### src/rtl/pipe_hazard_ctrl_if.sv
// pipe_hazard_ctrl_if
//   Bundles the hazard-controller signals between the pipeline datapath and
//   pipe_hazard_ctrl.
//   master: datapath side. Drives the hazard inputs and receives the stall/flush controls.
//   slave : controller side. Receives the hazard inputs and drives the controls.
//   Inputs : rsD, rtD, writeregE, MemtoRegE, div_startE, div_readyE,
//            memenM, data_okM, exceptM
//   Outputs: stallF/D/E/M, flushD/E/M/W, div_cancel, stall_cnt
interface pipe_hazard_ctrl_if #(
  parameter int unsigned RW    = 5,
  parameter int unsigned CNT_W = 32
);
  logic [RW-1:0]    rsD;
  logic [RW-1:0]    rtD;
  logic [RW-1:0]    writeregE;
  logic             MemtoRegE;
  logic             div_startE;
  logic             div_readyE;
  logic             memenM;
  logic             data_okM;
  logic             exceptM;

  logic             stallF;
  logic             stallD;
  logic             stallE;
  logic             stallM;
  logic             flushD;
  logic             flushE;
  logic             flushM;
  logic             flushW;
  logic             div_cancel;
  logic [CNT_W-1:0] stall_cnt;

  modport master (
    output rsD, rtD, writeregE, MemtoRegE, div_startE, div_readyE, memenM, data_okM, exceptM,
    input  stallF, stallD, stallE, stallM, flushD, flushE, flushM, flushW, div_cancel, stall_cnt
  );

  modport slave (
    input  rsD, rtD, writeregE, MemtoRegE, div_startE, div_readyE, memenM, data_okM, exceptM,
    output stallF, stallD, stallE, stallM, flushD, flushE, flushM, flushW, div_cancel, stall_cnt
  );
endinterface

### src/rtl/pipe_hazard_ctrl.sv
// pipe_hazard_ctrl
//   Central stall/flush sequencer for the 5-stage F/D/E/M/W pipeline. It resolves
//   hazards in this priority order: exception redirect, data-memory wait,
//   multi-cycle divide, then load-use.
//   Ports:
//     clk   - pipeline clock
//     reset - asynchronous, active-high reset
//     bus   - pipe_hazard_ctrl_if.slave (hazard inputs, stall/flush/cancel outputs)
//   Optional feature: define STALL_CNT_EN to get a free-running count of the
//   cycles in which stallF is asserted. Without the macro, stall_cnt is tied to 0.
module pipe_hazard_ctrl #(
  parameter int unsigned RW    = 5,
  parameter int unsigned CNT_W = 32
) (
  input logic              clk,
  input logic              reset,
  pipe_hazard_ctrl_if.slave bus
);

  localparam logic [RW-1:0] RegZero = '0;

  typedef enum logic [1:0] {
    StIdle    = 2'd0,
    StMemWait = 2'd1,
    StDivWait = 2'd2
  } state_e;

  state_e stateQ, stateD;

  logic stallF, stallD, stallE, stallM;
  logic flushD, flushE, flushM, flushW;
  logic divCancel;
  logic loadUse;
  logic memWait;

  // $0 is hard-wired to zero, so a load that targets it never creates a hazard.
  assign loadUse = bus.MemtoRegE && (bus.writeregE != RegZero) &&
                   ((bus.writeregE == bus.rsD) || (bus.writeregE == bus.rtD));
  assign memWait = bus.memenM && !bus.data_okM;

  always_ff @(posedge clk or posedge reset) begin
    if (reset) begin
      stateQ <= StIdle;
    end else begin
      stateQ <= stateD;
    end
  end

  always_comb begin
    stateD    = stateQ;
    stallF    = 1'b0;
    stallD    = 1'b0;
    stallE    = 1'b0;
    stallM    = 1'b0;
    flushD    = 1'b0;
    flushE    = 1'b0;
    flushM    = 1'b0;
    flushW    = 1'b0;
    divCancel = 1'b0;

    if (reset) begin
      // Release every stall as soon as reset is asserted, not at the next edge.
      stateD = StIdle;
    end else if (bus.exceptM) begin
      flushD    = 1'b1;
      flushE    = 1'b1;
      flushM    = 1'b1;
      flushW    = 1'b1;
      divCancel = (stateQ == StDivWait) || bus.div_startE;
      stateD    = StIdle;
    end else begin
      unique case (stateQ)
        StIdle: begin
          if (memWait) begin
            // The whole pipe freezes behind M; W is fed a bubble.
            stallF = 1'b1;
            stallD = 1'b1;
            stallE = 1'b1;
            stallM = 1'b1;
            flushW = 1'b1;
            stateD = StMemWait;
          end else if (bus.div_startE) begin
            // The divide holds E, and M receives a bubble while it runs.
            stallF = 1'b1;
            stallD = 1'b1;
            stallE = 1'b1;
            flushM = 1'b1;
            stateD = StDivWait;
          end else if (loadUse) begin
            stallF = 1'b1;
            stallD = 1'b1;
            flushE = 1'b1;
          end
        end
        StMemWait: begin
          if (bus.data_okM) begin
            // If a divide is parked in E, it is picked up from StIdle on the next cycle.
            stateD = StIdle;
          end else begin
            stallF = 1'b1;
            stallD = 1'b1;
            stallE = 1'b1;
            stallM = 1'b1;
            flushW = 1'b1;
          end
        end
        StDivWait: begin
          if (bus.div_readyE) begin
            stateD = StIdle;
          end else begin
            stallF = 1'b1;
            stallD = 1'b1;
            stallE = 1'b1;
            flushM = 1'b1;
          end
        end
        default: begin
          stateD = StIdle;
        end
      endcase
    end
  end

  assign bus.stallF     = stallF;
  assign bus.stallD     = stallD;
  assign bus.stallE     = stallE;
  assign bus.stallM     = stallM;
  assign bus.flushD     = flushD;
  assign bus.flushE     = flushE;
  assign bus.flushM     = flushM;
  assign bus.flushW     = flushW;
  assign bus.div_cancel = divCancel;

`ifdef STALL_CNT_EN
  logic [CNT_W-1:0] cntQ;

  // Wraps naturally at 2^CNT_W. Only reset clears it.
  always_ff @(posedge clk or posedge reset) begin
    if (reset) begin
      cntQ <= '0;
    end else if (stallF) begin
      cntQ <= cntQ + {{(CNT_W-1){1'b0}}, 1'b1};
    end
  end

  assign bus.stall_cnt = cntQ;
`else
  assign bus.stall_cnt = {CNT_W{1'b0}};
`endif

endmodule

### src/flat_wrapper.sv
// flat-port wrapper written by rule: the top's interface ports become plain ports
module pipe_hazard_ctrl_flat 
#(
  parameter int unsigned RW    = 5,
  parameter int unsigned CNT_W = 32
)
  (clk, reset, bus_rsD, bus_rtD, bus_writeregE, bus_MemtoRegE, bus_div_startE, bus_div_readyE, bus_memenM, bus_data_okM, bus_exceptM, bus_stallF, bus_stallD, bus_stallE, bus_stallM, bus_flushD, bus_flushE, bus_flushM, bus_flushW, bus_div_cancel, bus_stall_cnt);
  pipe_hazard_ctrl_if #(.RW(RW), .CNT_W(CNT_W)) bus_i ();
  input logic clk;
  input logic reset;
  input wire logic [$bits(bus_i.rsD)-1:0] bus_rsD;
  input wire logic [$bits(bus_i.rtD)-1:0] bus_rtD;
  input wire logic [$bits(bus_i.writeregE)-1:0] bus_writeregE;
  input wire logic [$bits(bus_i.MemtoRegE)-1:0] bus_MemtoRegE;
  input wire logic [$bits(bus_i.div_startE)-1:0] bus_div_startE;
  input wire logic [$bits(bus_i.div_readyE)-1:0] bus_div_readyE;
  input wire logic [$bits(bus_i.memenM)-1:0] bus_memenM;
  input wire logic [$bits(bus_i.data_okM)-1:0] bus_data_okM;
  input wire logic [$bits(bus_i.exceptM)-1:0] bus_exceptM;
  output wire logic [$bits(bus_i.stallF)-1:0] bus_stallF;
  output wire logic [$bits(bus_i.stallD)-1:0] bus_stallD;
  output wire logic [$bits(bus_i.stallE)-1:0] bus_stallE;
  output wire logic [$bits(bus_i.stallM)-1:0] bus_stallM;
  output wire logic [$bits(bus_i.flushD)-1:0] bus_flushD;
  output wire logic [$bits(bus_i.flushE)-1:0] bus_flushE;
  output wire logic [$bits(bus_i.flushM)-1:0] bus_flushM;
  output wire logic [$bits(bus_i.flushW)-1:0] bus_flushW;
  output wire logic [$bits(bus_i.div_cancel)-1:0] bus_div_cancel;
  output wire logic [$bits(bus_i.stall_cnt)-1:0] bus_stall_cnt;
  assign bus_i.rsD = bus_rsD;
  assign bus_i.rtD = bus_rtD;
  assign bus_i.writeregE = bus_writeregE;
  assign bus_i.MemtoRegE = bus_MemtoRegE;
  assign bus_i.div_startE = bus_div_startE;
  assign bus_i.div_readyE = bus_div_readyE;
  assign bus_i.memenM = bus_memenM;
  assign bus_i.data_okM = bus_data_okM;
  assign bus_i.exceptM = bus_exceptM;
  assign bus_stallF = bus_i.stallF;
  assign bus_stallD = bus_i.stallD;
  assign bus_stallE = bus_i.stallE;
  assign bus_stallM = bus_i.stallM;
  assign bus_flushD = bus_i.flushD;
  assign bus_flushE = bus_i.flushE;
  assign bus_flushM = bus_i.flushM;
  assign bus_flushW = bus_i.flushW;
  assign bus_div_cancel = bus_i.div_cancel;
  assign bus_stall_cnt = bus_i.stall_cnt;
  pipe_hazard_ctrl #(.RW(RW), .CNT_W(CNT_W)) u_core (.clk(clk), .reset(reset), .bus(bus_i));
endmodule
### config.mk
export PLATFORM = sky130hd
export DESIGN_NAME = pipe_hazard_ctrl_flat
export DESIGN_NICKNAME = d
export VERILOG_FILES = /design/src/rtl/pipe_hazard_ctrl_if.sv /design/src/rtl/pipe_hazard_ctrl.sv /design/src/flat_wrapper.sv
export SDC_FILE = /design/constraint.sdc
export NUM_CORES = 1
export LEC_CHECK = 0
export ABC_AREA = 1
export BUFFER_PORTS_ARGS = -buffer_cell sky130_fd_sc_hd__clkbuf_2
export CORE_MARGIN = 8
export CORE_UTILIZATION = 32
export CTS_CLUSTER_SIZE = 24
export DETAILED_ROUTE_END_ITERATION = 8
export PLACE_DENSITY = 0.75
export SYNTH_ARGS = -nofsm -noshare
export SYNTH_HDL_FRONTEND = slang
export SYNTH_SLANG_ARGS = --single-unit
### constraint.sdc
create_clock -name clk -period 0.95 [get_ports clk]
set_input_delay 0.0475 -clock clk [delete_from_list [all_inputs] [get_ports clk]]
set_output_delay 0.0475 -clock clk [all_outputs]
set_load 0.005 [all_outputs]
==> results.txt, run 1 <==
----------------------------------------------------
[Clock network]
  Clock latency at the later pin of the worst-skew pair ... between 0.2 and 0.25 ns
  Clock-pin slew of the registers on the worst-case setup and hold paths ... 0.03 ns
  Number of sinks handled by clock tree synthesis ... 2
  Buffers from clock root to sink, at most ... 2
  Clk root buf ... clkbuf_4
  Clock tree from TritonCTS ... built
  H-tree level count ... 1
  Num CTS Buffers ... 3

[Placement]
  Dpl hpwl ... 1.53 mm
  Count of buffers from port buffering ... 31
  DP Cell Count ... 178
  Routability congestion estimate from global placement ... between 0.8 and 0.9
  Cell area after placement ... 727 sq um

[Global routing]
  Overall fraction of global-route tracks in use ... 9.77%
  Number of antenna violations at the first check in global routing ... 0
  First-pass GRT wire length ... 2.71 mm
  Total grt overflow ... 0
  Vias in the first global route ... 653
  Pin count of the biggest net entering global routing ... 6

[Route]
  First drt pass iteration count ... 4
  First DRT Iteration DRCs ... 7
  Number of vias in the routed layout ... 709
  DRC violation count after routing ... 0
  Mean number of vias per cell ... 3.83
  Routed length per instance ... roughly 10 um
  Total length of routed wires ... 1.85 mm
  Post-detailed-route count of antenna-violating nets ... 0

[Floorplanning]
  Area of the die ... around 3700 sq um
  Number of top-level design ports ... between 60 and 70
  Standard cell core area ... 1940 sq um
  Die X ... 61.2 um
  Initial cell density of the core ... between 30% and 40%
  Standard-cell row count ... 16
  Die boundary height ... 61.2 um

[Run]
  Number of max-cap violations ... 0

[Synthesis]
  Most numerous cell types in the synthesized netlist ... buf_4 (33), nand2_1 (30), inv_1 (22)
  Dominant register cell in the synthesized netlist ... dfrtp_1
  Post-synth EDFFs ... 0
  Fraction of the mapped netlist area in simple logic gates ... 33.1%
  Combinational family with the most area after synthesis ... buffers and inverters
  Adder-Cell Fraction of Synth Area ... 0%
  Mux share of post-synthesis cell area ... 0%
  Synth Instances ... between 100 and 150
  Synthesized area divided by synthesized cell count ... 5.45 sq um
  Synthesized flop and latch total ... 2
  Library cell with the highest instance count after synthesis ... buf_4
  Warnings, synthesis ... 0
  Largest area contributor in the netlist ... buf_4
  Xor/xnor cell area share of the yosys netlist ... around 2.7%
  Share of the synthesized area in compound gates (AO/OA/AOI/OAI) ... 4.97%
  Post-synthesis async set-or-reset flop share ... 100%
  Top-area cell type share of the netlist area ... 37.9%
  Synthesized area ... approximately 650 sq um
  Sequential share of the synthesized area ... 7.65%
  Dominant cells by area after synthesis ... buf_4 (38%), nand2_1 (17%), inv_1 (13%)
  Yosys cell types ... 16

[Status]
  Violated checks ... setup timing
  Run status ... finished, violations left

[STA]
  Unrepaired setup endpoints after global routing ... true
  Number of max-slew violations in the final report ... 0
  Final setup viols ... 10
  Total count of hold-check failures in the final report ... 0
  Upper clock frequency limit ... 733 MHz
  Minimum period implied by the final worst setup slack ... 1.36 ns
  Worst-case hold slack ... roughly 0.26 ns
  Setup ws final ... -0.415 ns
  Portion of the clock cycle consumed by the worst path in the final layout ... 144%
  Setup_tns ... -2.70 ns
  Final setup skew ... roughly 0.0019 ns

[Cells and area]
  Number of diodes added for antenna fixing ... 0
  Final Instance Area ... 810 sq um
  Top reg by flops ... u_core.stateQ
  Number of fill cells ... 223
  Max FFs per register ... 2
  Layout cell share with drive strength beyond 1 ... 30.4%
  Non-filler cells in the finished layout ... 185
  Largest registers ranked by flip-flop count ... u_core.stateQ (2)
  Total number of nets in the final design ... 183
  Area growth from synthesis to layout ... 23.7%

[Worst setup path]
  Signal arrival time at the worst endpoint ... 1.32 ns
  WS Path Type ... reg -> out
  Startpoint kind of the worst setup timing path ... flop
  Kind of capture point of the worst setup path ... output pin
  Required time of the critical path ... 0.90 ns
  Highest fanout seen on the critical path ... 4

[Pwr]
  Worst vdd ir ... 0.487 mV
  Leakage power of the design ... 0.569 nW
  Cell area power density ... 685 nW/um^2

[Min path]
  Worst min-delay path category ... in -> reg

----------------------------------------------------
==> critical path, cell delays in order (launching register included) <==
cell and delay (ns):
dfrtp_1 0.40, buf_4 0.14, nand3b_1 0.11, nand3_1 0.14
nand3_2 0.10, nand2_2 0.09, clkbuf_2 0.11
==> kinds of logic after synthesis <==
family	Yosys count
other cells	1
compound gates	6
flops	2
xor+xnor	2
simple gates	53
buf+inv	56
==> power by group <==
part | leakage, nW | switching (mW) | internal [mW]
Combinational | 0.527 | 0.159 | 0.112
Clock | 0.0138 | 0.0520 | 0.140
Sequential | 0.0273 | 0.00400 | 0.0888
Total | 0.569 | 0.215 | 0.340
==> worst paths after layout <==
path | depth (start not counted) | slack (ns) | endpoint | from
min in group asynchronous | 4 | 0.38 | u_core.stateQ[0] | reset
max in group asynchronous | 4 | 0.44 | u_core.stateQ[1] | reset
hold reg to reg | 5 | 0.75 | u_core.stateQ[1] | u_core.stateQ[1]
setup reg to reg | 3 | -0.06 | u_core.stateQ[0] | u_core.stateQ[0]
hold / removal | 5 | 0.26 | u_core.stateQ[1] | bus_div_readyE
setup / recovery | 6 | -0.41 | bus_stallF | u_core.stateQ[1]
==> per-layer routing <==
layer  GRT usage [%]  part of all wire (%)  vias up
li1                -                     -      371
met1            9.64                    35      293
met2            16.4                    51       39
met3            3.55                   9.2        6
met4            7.31                   4.3        0
met5               0                     0        -
==> repair_timing <==
| item | 4_1_cts | 5_1_grt |
|---|---|---|
| endpoints found under the hold margin | 2 | 0 |
| hold buffers | 1 | 0 |
| endpoints found under the setup margin | 9 | 10 |
| buffers inserted | 3 | 0 |
| resized for setup | 2 | 9 |
| pin swaps | 3 | 6 |
==> cells in the final DEF, fill, tap and decap left out <==
master,count
xnor2_1,2
dfrtp_1,2
clkbuf_2,29
nor2_2,2
nor3_2,1
a21oi_1,1
conb_1,32
clkbuf_4,3
nand3b_1,1
nand3_2,1
o21ai_0,1
nor3_1,1
inv_2,1
o21ai_2,1
inv_1,22
buf_4,5
nand3_1,6
dlygate4sd3_1,1
nand2_2,2
a21oi_2,1
nand2_1,28
buf_2,2
nor2_1,10
o21ai_1,1
nand4_1,1
o211ai_1,1
==> final cells by class <==
class                           count  area [sq um]  area share, %
Multi-Input combinational cell     93           414           51.2
Timing Repair Buffer               37           203           25.0
Inverter                           23          86.3           10.7
Sequential cell                     2          50.0           6.18
Tap cell                           27          33.8           4.17
Clock buffer                        3          22.5           2.78
==> metrics by stage <==
step                      total power [mW]  util (%)  setup slack (ns)
final                                0.555      41.7            -0.415
after global routing                 0.611      41.7            -0.492
after CTS                            0.545      40.6            -0.384
after detailed placement             0.330      37.4            -0.155
after global placement               0.330      37.4            -0.126
after floorplan                      0.326         -          -0.00636
Note: power is estimated with default switching activity, not from simulation.
==> run 2, diff against run 1 <==
--- a/config.mk
+++ b/config.mk
@@ -12,6 +12,8 @@
 export CTS_CLUSTER_SIZE = 24
 export DETAILED_ROUTE_END_ITERATION = 8
 export PLACE_DENSITY = 0.75
+export RECOVER_POWER = 50
+export SKIP_LAST_GASP = 1
 export SYNTH_ARGS = -nofsm -noshare
 export SYNTH_HDL_FRONTEND = slang
 export SYNTH_SLANG_ARGS = --single-unit
==> run 2 against run 1 <==
The flow still finishes with violations (setup timing). Critical endpoint unchanged. Sequential share of layout area about the same. Worst hold slack improved by 0.0077 ns. Sequential power about the same. Power increased by 0.50%. Die area unchanged. Wire length increased by 3.9%. Via count increased by 3.0%. Global-route usage about the same. Utilization increased by 0.26 points.
==> results.txt, run 2 (synthesis gave the netlist of run 1 again) <==
----------------------------------------------------
[Floorplanning]
  Area of the die ... 3750 sq um
  Die boundary height ... between 60 and 70 um
  Die X ... 61.2 um
  Number of top-level design ports ... 64
  Standard cell core area ... 1940 sq um
  Standard-cell row count ... 16
  Initial cell density of the core ... about a third

[Clock network]
  Buffers from clock root to sink, at most ... 2
  Clock tree from TritonCTS ... built
  Clk root buf ... clkbuf_4
  H-tree level count ... 1
  Clock latency at the later pin of the worst-skew pair ... around 0.23 ns
  Clock-pin slew of the registers on the worst-case setup and hold paths ... ~0.03 ns
  Num CTS Buffers ... 3
  Number of sinks handled by clock tree synthesis ... 2

[Cells and area]
  Total number of nets in the final design ... about 180
  Top reg by flops ... u_core.stateQ
  Layout cell share with drive strength beyond 1 ... just over 30%
  Area growth from synthesis to layout ... 24.5%
  Max FFs per register ... 2
  Final core utilization ... 41.9%
  Leading cell type in the layout, fill and taps excluded ... conb_1
  Commonest cells after routing, fill and taps aside ... conb_1 (32), clkbuf_2 (30), nand2_1 (28)
  Number of diodes added for antenna fixing ... 0
  Largest registers ranked by flip-flop count ... u_core.stateQ (2)

[STA]
  Total count of hold-check failures in the final report ... 0
  Upper clock frequency limit ... about 740 MHz
  Number of max-slew violations in the final report ... 0
  Setup_tns ... -2.85 ns
  Setup ws final ... -0.406 ns
  Unrepaired setup endpoints after global routing ... true
  Minimum period implied by the final worst setup slack ... 1.36 ns
  Portion of the clock cycle consumed by the worst path in the final layout ... 143%
  Final setup viols ... 10
  Final setup skew ... 0.000935 ns

[Pwr]
  Part of the power in combinational logic ... 49.2%
  Portion of total power attributed to the clock network ... 34.1%
  Overall power consumption ... 558 uW
  Internal cell power ... 341 uW
  Worst vdd ir ... ~0.49 mV
  Seq pwr share ... between 10% and 20%
  Switching part of the total power ... 38.8%
  Cell area power density ... about 680 nW/um^2
  Leakage power of the design ... ~0.57 nW
  Net load switching power ... 217 uW

[Route]
  Top routing layer used ... met4
  Post-Route M1 WL ... between 600 and 700 um
  Total length of routed wires ... 1.93 mm
  Mean number of vias per cell ... 3.95
  DRC violation count after routing ... 0
  First DRT Iteration DRCs ... 14
  Routed wl met3 ... 169 um
  Met2 wire length ... 989 um
  Routed length per instance ... ~10 um
  Number of vias in the routed layout ... 730
  First drt pass iteration count ... 6
  Post-detailed-route count of antenna-violating nets ... 0

[Global routing]
  First-pass GRT wire length ... roughly 2.7 mm
  Overall fraction of global-route tracks in use ... 9.81%
  Pin count of the biggest net entering global routing ... 6
  Total grt overflow ... 0
  Vias in the first global route ... 668
  Number of antenna violations at the first check in global routing ... 0

[Worst setup path]
  Worst stage delay on the critical path ... 0.43 ns
  WS Path Type ... reg -> out
  Critical path's top delay family ... simple AND/OR/NAND/NOR gates
  Crit path buffers/inverters ... 2
  Kind of capture point of the worst setup path ... output pin
  Highest fanout seen on the critical path ... 5
  Required time of the critical path ... 0.90 ns
  Slowest cell on the critical path ... dfrtp_1
  Signal arrival time at the worst endpoint ... 1.31 ns
  Startpoint kind of the worst setup timing path ... flop
  Crit path top cell by count ... nand3_2
  Crit path cell chain ... inv_1, nand3b_1, nand3_2, nand3_2, nand2_2, clkbuf_2

[Status]
  Run status ... finished, violations left
  Violated checks ... setup timing

[Run]
  Number of max-cap violations ... 0

[Placement]
  Dpl hpwl ... 1.53 mm
  Count of buffers from port buffering ... 31
  Routability congestion estimate from global placement ... approximately 0.85

[Min path]
  Worst min-delay path category ... in -> reg

----------------------------------------------------
## run 2: cell types whose count changed in the layout (fill, tap and decap cells not counted)
cell,delta
buf_2,-1
clkbuf_2,+1
nand3_1,-1
nand3_2,+1
## run 2: cell type report
class	count	area (sq um)
fillers	227	1130
flip-flops and latches	2	50.0
clock buffers	3	22.5
well taps	27	33.8
inverters	23	86.3
repair buffers	37	203
multi-input cells	93	419
## run 2: routing by layer
layer	vias up	global-route usage, %
li1	367	-
met2	47	16.4
met5	-	0
met1	310	9.64
met4	0	8.64
met3	6	2.92
## run 2: path summary, 6_finish.rpt
kind,from,endpoint,slack (ns),cells past startpoint
setup / recovery,u_core.stateQ[0],bus_stallF,-0.41,6
hold / removal,bus_div_startE,u_core.stateQ[1],0.26,5
max in group asynchronous,reset,u_core.stateQ[1],0.44,4
hold reg to reg,u_core.stateQ[1],u_core.stateQ[1],0.74,5
setup reg to reg,u_core.stateQ[0],u_core.stateQ[0],-0.09,3
min in group asynchronous,reset,u_core.stateQ[0],0.39,4
## run 2: power groups by stage
stage	combinational [mW]	sequential, mW	clock, mW
floorplan	0.233	0.0925	0
global placement	0.237	0.0931	0
detailed placement	0.236	0.0932	0
CTS	0.251	0.0918	0.202
global route	0.312	0.0927	0.208
finish	0.274	0.0929	0.190
## run 2: worst min-delay path: stages
cell and delay, ns:
clkbuf_2 0.12, inv_1 0.10, o21ai_2 0.07, inv_1 0.06
nor2_1 0.05
## run 2: metrics by stage
stage                     hold slack (ns)  instances  setup slack (ns)  cell area (sq um)
after floorplan                    -0.195        151          -0.00636                771
after global placement             0.0420        178            -0.126                727
after detailed placement           0.0442        178            -0.155                727
after CTS                           0.210        185            -0.384                786
after global routing                0.269        185            -0.471                815
final                               0.263        185            -0.406                815
## run 2: repair_timing
item,in CTS,in global routing
setup buffers,3,0
resized for setup,1,10
endpoints found under the setup margin,9,10
endpoints found under the hold margin,2,0
hold buffers,1,0
pin swaps,3,5
==> run 3, diff against run 2 <==
--- a/config.mk
+++ b/config.mk
@@ -8,10 +8,10 @@
 export ABC_AREA = 1
 export BUFFER_PORTS_ARGS = -buffer_cell sky130_fd_sc_hd__clkbuf_2
 export CORE_MARGIN = 8
-export CORE_UTILIZATION = 32
+export CORE_UTILIZATION = 38
 export CTS_CLUSTER_SIZE = 24
 export DETAILED_ROUTE_END_ITERATION = 8
-export PLACE_DENSITY = 0.75
+export PLACE_DENSITY = 0.84
 export RECOVER_POWER = 50
 export SKIP_LAST_GASP = 1
 export SYNTH_ARGS = -nofsm -noshare
==> constraint.sdc (replaced) <==
create_clock -name clk -period 1.65 [get_ports clk]
set_input_delay 0.0825 -clock clk [delete_from_list [all_inputs] [get_ports clk]]
set_output_delay 0.0825 -clock clk [all_outputs]
set_load 0.005 [all_outputs]
==> run 3 against run 2 <==
The run now ends clean. Critical path depth is 2 higher. Global-route usage shrank 0.27 points. Worst setup slack gained 0.54 ns. Die area decreased by 12%. Register-to-register slack improved by 0.73 ns. Power shrank 47%. Highest routed layer unchanged.
==> results.txt, run 3 (synthesis gave the netlist of run 1 again) <==
----------------------------------------------------
[Cells and area]
  Sequential cell area ... 50.0 sq um
  Max FFs per register ... 2
  Number of diodes added for antenna fixing ... 0
  Final Instance Area ... 731 sq um
  Multi-input logic area ... approximately 390 sq um
  Total number of nets in the final design ... 178
  Area growth from synthesis to layout ... 11.7%
  Number of fill cells ... 191
  Layout cell share with drive strength beyond 1 ... 22.2%
  Top reg by flops ... u_core.stateQ
  Leading cell type in the layout, fill and taps excluded ... conb_1
  Commonest cells after routing, fill and taps aside ... conb_1 (32), nand2_1 (30), clkbuf_2 (30)
  Largest registers ranked by flip-flop count ... u_core.stateQ (2)
  Final core utilization ... 43.7%

[STA]
  Final setup skew ... about 0.00019 ns
  Worst-case hold slack ... 0.214 ns
  Number of max-slew violations in the final report ... 0
  Final setup viols ... 0
  Total count of hold-check failures in the final report ... 0
  Unrepaired setup endpoints after global routing ... false
  Setup_tns ... 0 ns
  Upper clock frequency limit ... 658 MHz
  Minimum period implied by the final worst setup slack ... approximately 1.5 ns
  Portion of the clock cycle consumed by the worst path in the final layout ... 92.1%

[Worst setup path]
  Depth of the worst register-to-register path ... 5
  Critical path's top delay family ... buffers and inverters
  Source of the critical timing path ... reset
  Required time of the critical path ... around 1.6 ns
  Startpoint kind of the worst setup timing path ... primary input
  Reg2Reg Capture Point ... u_core.stateQ[1]
  Startpoint of the worst-slack reg-to-reg timing path ... u_core.stateQ[1]
  WS Path Type ... in -> out
  Slowest cell on the critical path ... dlygate4sd3_1
  Kind of capture point of the worst setup path ... output pin
  Highest fanout seen on the critical path ... 5
  Signal arrival time at the worst endpoint ... ~1.4 ns
  Worst stage delay on the critical path ... 0.53 ns
  Crit path buffers/inverters ... 4
  Crit path cell chain ... dlygate4sd3_1, clkbuf_2, inv_1, nand2_1, nor3_1, nand3_1, nand2_1, clkbuf_2
  R2R Setup Slk ... 0.64 ns

[Min path]
  Worst Hold Path EP ... u_core.stateQ[1]
  Startpoint of the most critical hold path ... bus_exceptM
  Number of instances on the worst hold path ... 4
  Worst min-delay path category ... in -> reg

[Pwr]
  Portion of total power attributed to the clock network ... 36.1%
  Internal cell power ... 186 uW
  Cell area power density ... roughly 410 nW/um^2
  Part of the power in combinational logic ... 46.0%
  Net load switching power ... 112 uW
  Seq pwr share ... between 10% and 20%
  Worst vdd ir ... 0.355 mV
  Leakage power of the design ... 0.537 nW
  Overall power consumption ... 297 uW
  Switching part of the total power ... 37.6%

[Placement]
  Routability congestion estimate from global placement ... around 0.88
  Count of buffers from port buffering ... 31
  Dpl hpwl ... 1.47 mm
  Cell area after placement ... 699 sq um

[Clock network]
  Clock tree from TritonCTS ... built
  Buffers from clock root to sink, at most ... 2
  Clock-pin slew of the registers on the worst-case setup and hold paths ... ~0.030 ns
  Num CTS Buffers ... 3
  H-tree level count ... 1
  Number of sinks handled by clock tree synthesis ... 2
  Post-CTS Setup Repair Bufs ... 0
  Clk root buf ... clkbuf_4
  Clock latency at the later pin of the worst-skew pair ... around 0.22 ns

[Floorplanning]
  Number of top-level design ports ... between 60 and 70
  Die X ... 57.5 um
  Standard-cell row count ... 15
  Die boundary height ... 57.5 um
  Area of the die ... roughly 3300 sq um
  Standard cell core area ... between 1500 and 2000 sq um
  Initial cell density of the core ... around two fifths

[Route]
  Post-detailed-route count of antenna-violating nets ... 0
  Mean number of vias per cell ... 3.99
  DRC violation count after routing ... 0
  First drt pass iteration count ... 4
  First DRT Iteration DRCs ... 16
  Number of vias in the routed layout ... around 680
  Total length of routed wires ... 1.61 mm
  Routed length per instance ... approximately 9.4 um

[Run]
  Number of max-cap violations ... 0

[Global routing]
  Number of antenna violations at the first check in global routing ... 0
  Overall fraction of global-route tracks in use ... a little under a tenth
  Total grt overflow ... 0
  Vias in the first global route ... 631
  Pin count of the biggest net entering global routing ... 6
  First-pass GRT wire length ... 2.53 mm

[Status]
  Run status ... completed

----------------------------------------------------
## run 3: changes by cell type in the layout (fill, tap and decap cells not counted), sizes merged
cell,change
buf,-6
clkbuf,+1
## run 3: area by class of cell
cell class,count,area share [%]
multi-input combinational,93,52.9
timing repair buffer,32,22.4
inverter,23,11.8
sequential,2,6.85
clock buffer,3,3.08
tap,17,2.91
## run 3: worst register-to-register path: stages, from the launching register on
cell	delay, ns
dfrtp_1	0.40
nor2_1	0.15
nand2_1	0.08
o21ai_0	0.15
inv_1	0.07
nor2_1	0.08
## run 3: how the worst max path moves through the flow
stage / cells after the start / slack [ns] / end
4_1_cts: 8 / 0.13 / bus_stallF
5_1_grt: 8 / 0.008 / bus_stallD
6_report: 8 / 0.13 / bus_stallF
2_1_floorplan: 6 / 0.65 / bus_stallF
3_5_place_dp: 6 / 0.52 / bus_flushM
3_3_place_gp: 6 / 0.54 / bus_flushM
## run 3: repair_timing
action	CTS	global route
resized for setup	0	0
endpoints found under the hold margin	2	0
hold buffers	1	0
## run 3: power groups by stage
stage | Sequential [mW] | Clock [mW] | Combinational (mW)
6_report | 0.0532 | 0.107 | 0.137
5_1_grt | 0.0537 | 0.117 | 0.159
4_1_cts | 0.0531 | 0.115 | 0.135
3_5_place_dp | 0.0537 | 0 | 0.132
3_3_place_gp | 0.0535 | 0 | 0.132
2_1_floorplan | 0.0533 | 0 | 0.134
## run 3: metrics by stage
stage          std cells  setup WS [ns]
6_report             170          0.130
5_1_grt              170        0.00840
4_1_cts              170          0.129
3_5_place_dp         166          0.517
3_3_place_gp         166          0.537
2_1_floorplan        151          0.648
## run 3: routing by layer
| metal | vias to the layer above | wire length [um] | global-route usage (%) |
|---|---|---|---|
| met5 | - | 0 | 0 |
| met4 | 0 | 30 | 5.36 |
| met3 | 4 | 208 | 5.38 |
| met2 | 39 | 720 | 15.1 |
| met1 | 276 | 646 | 9.67 |
| li1 | 359 | - | - |
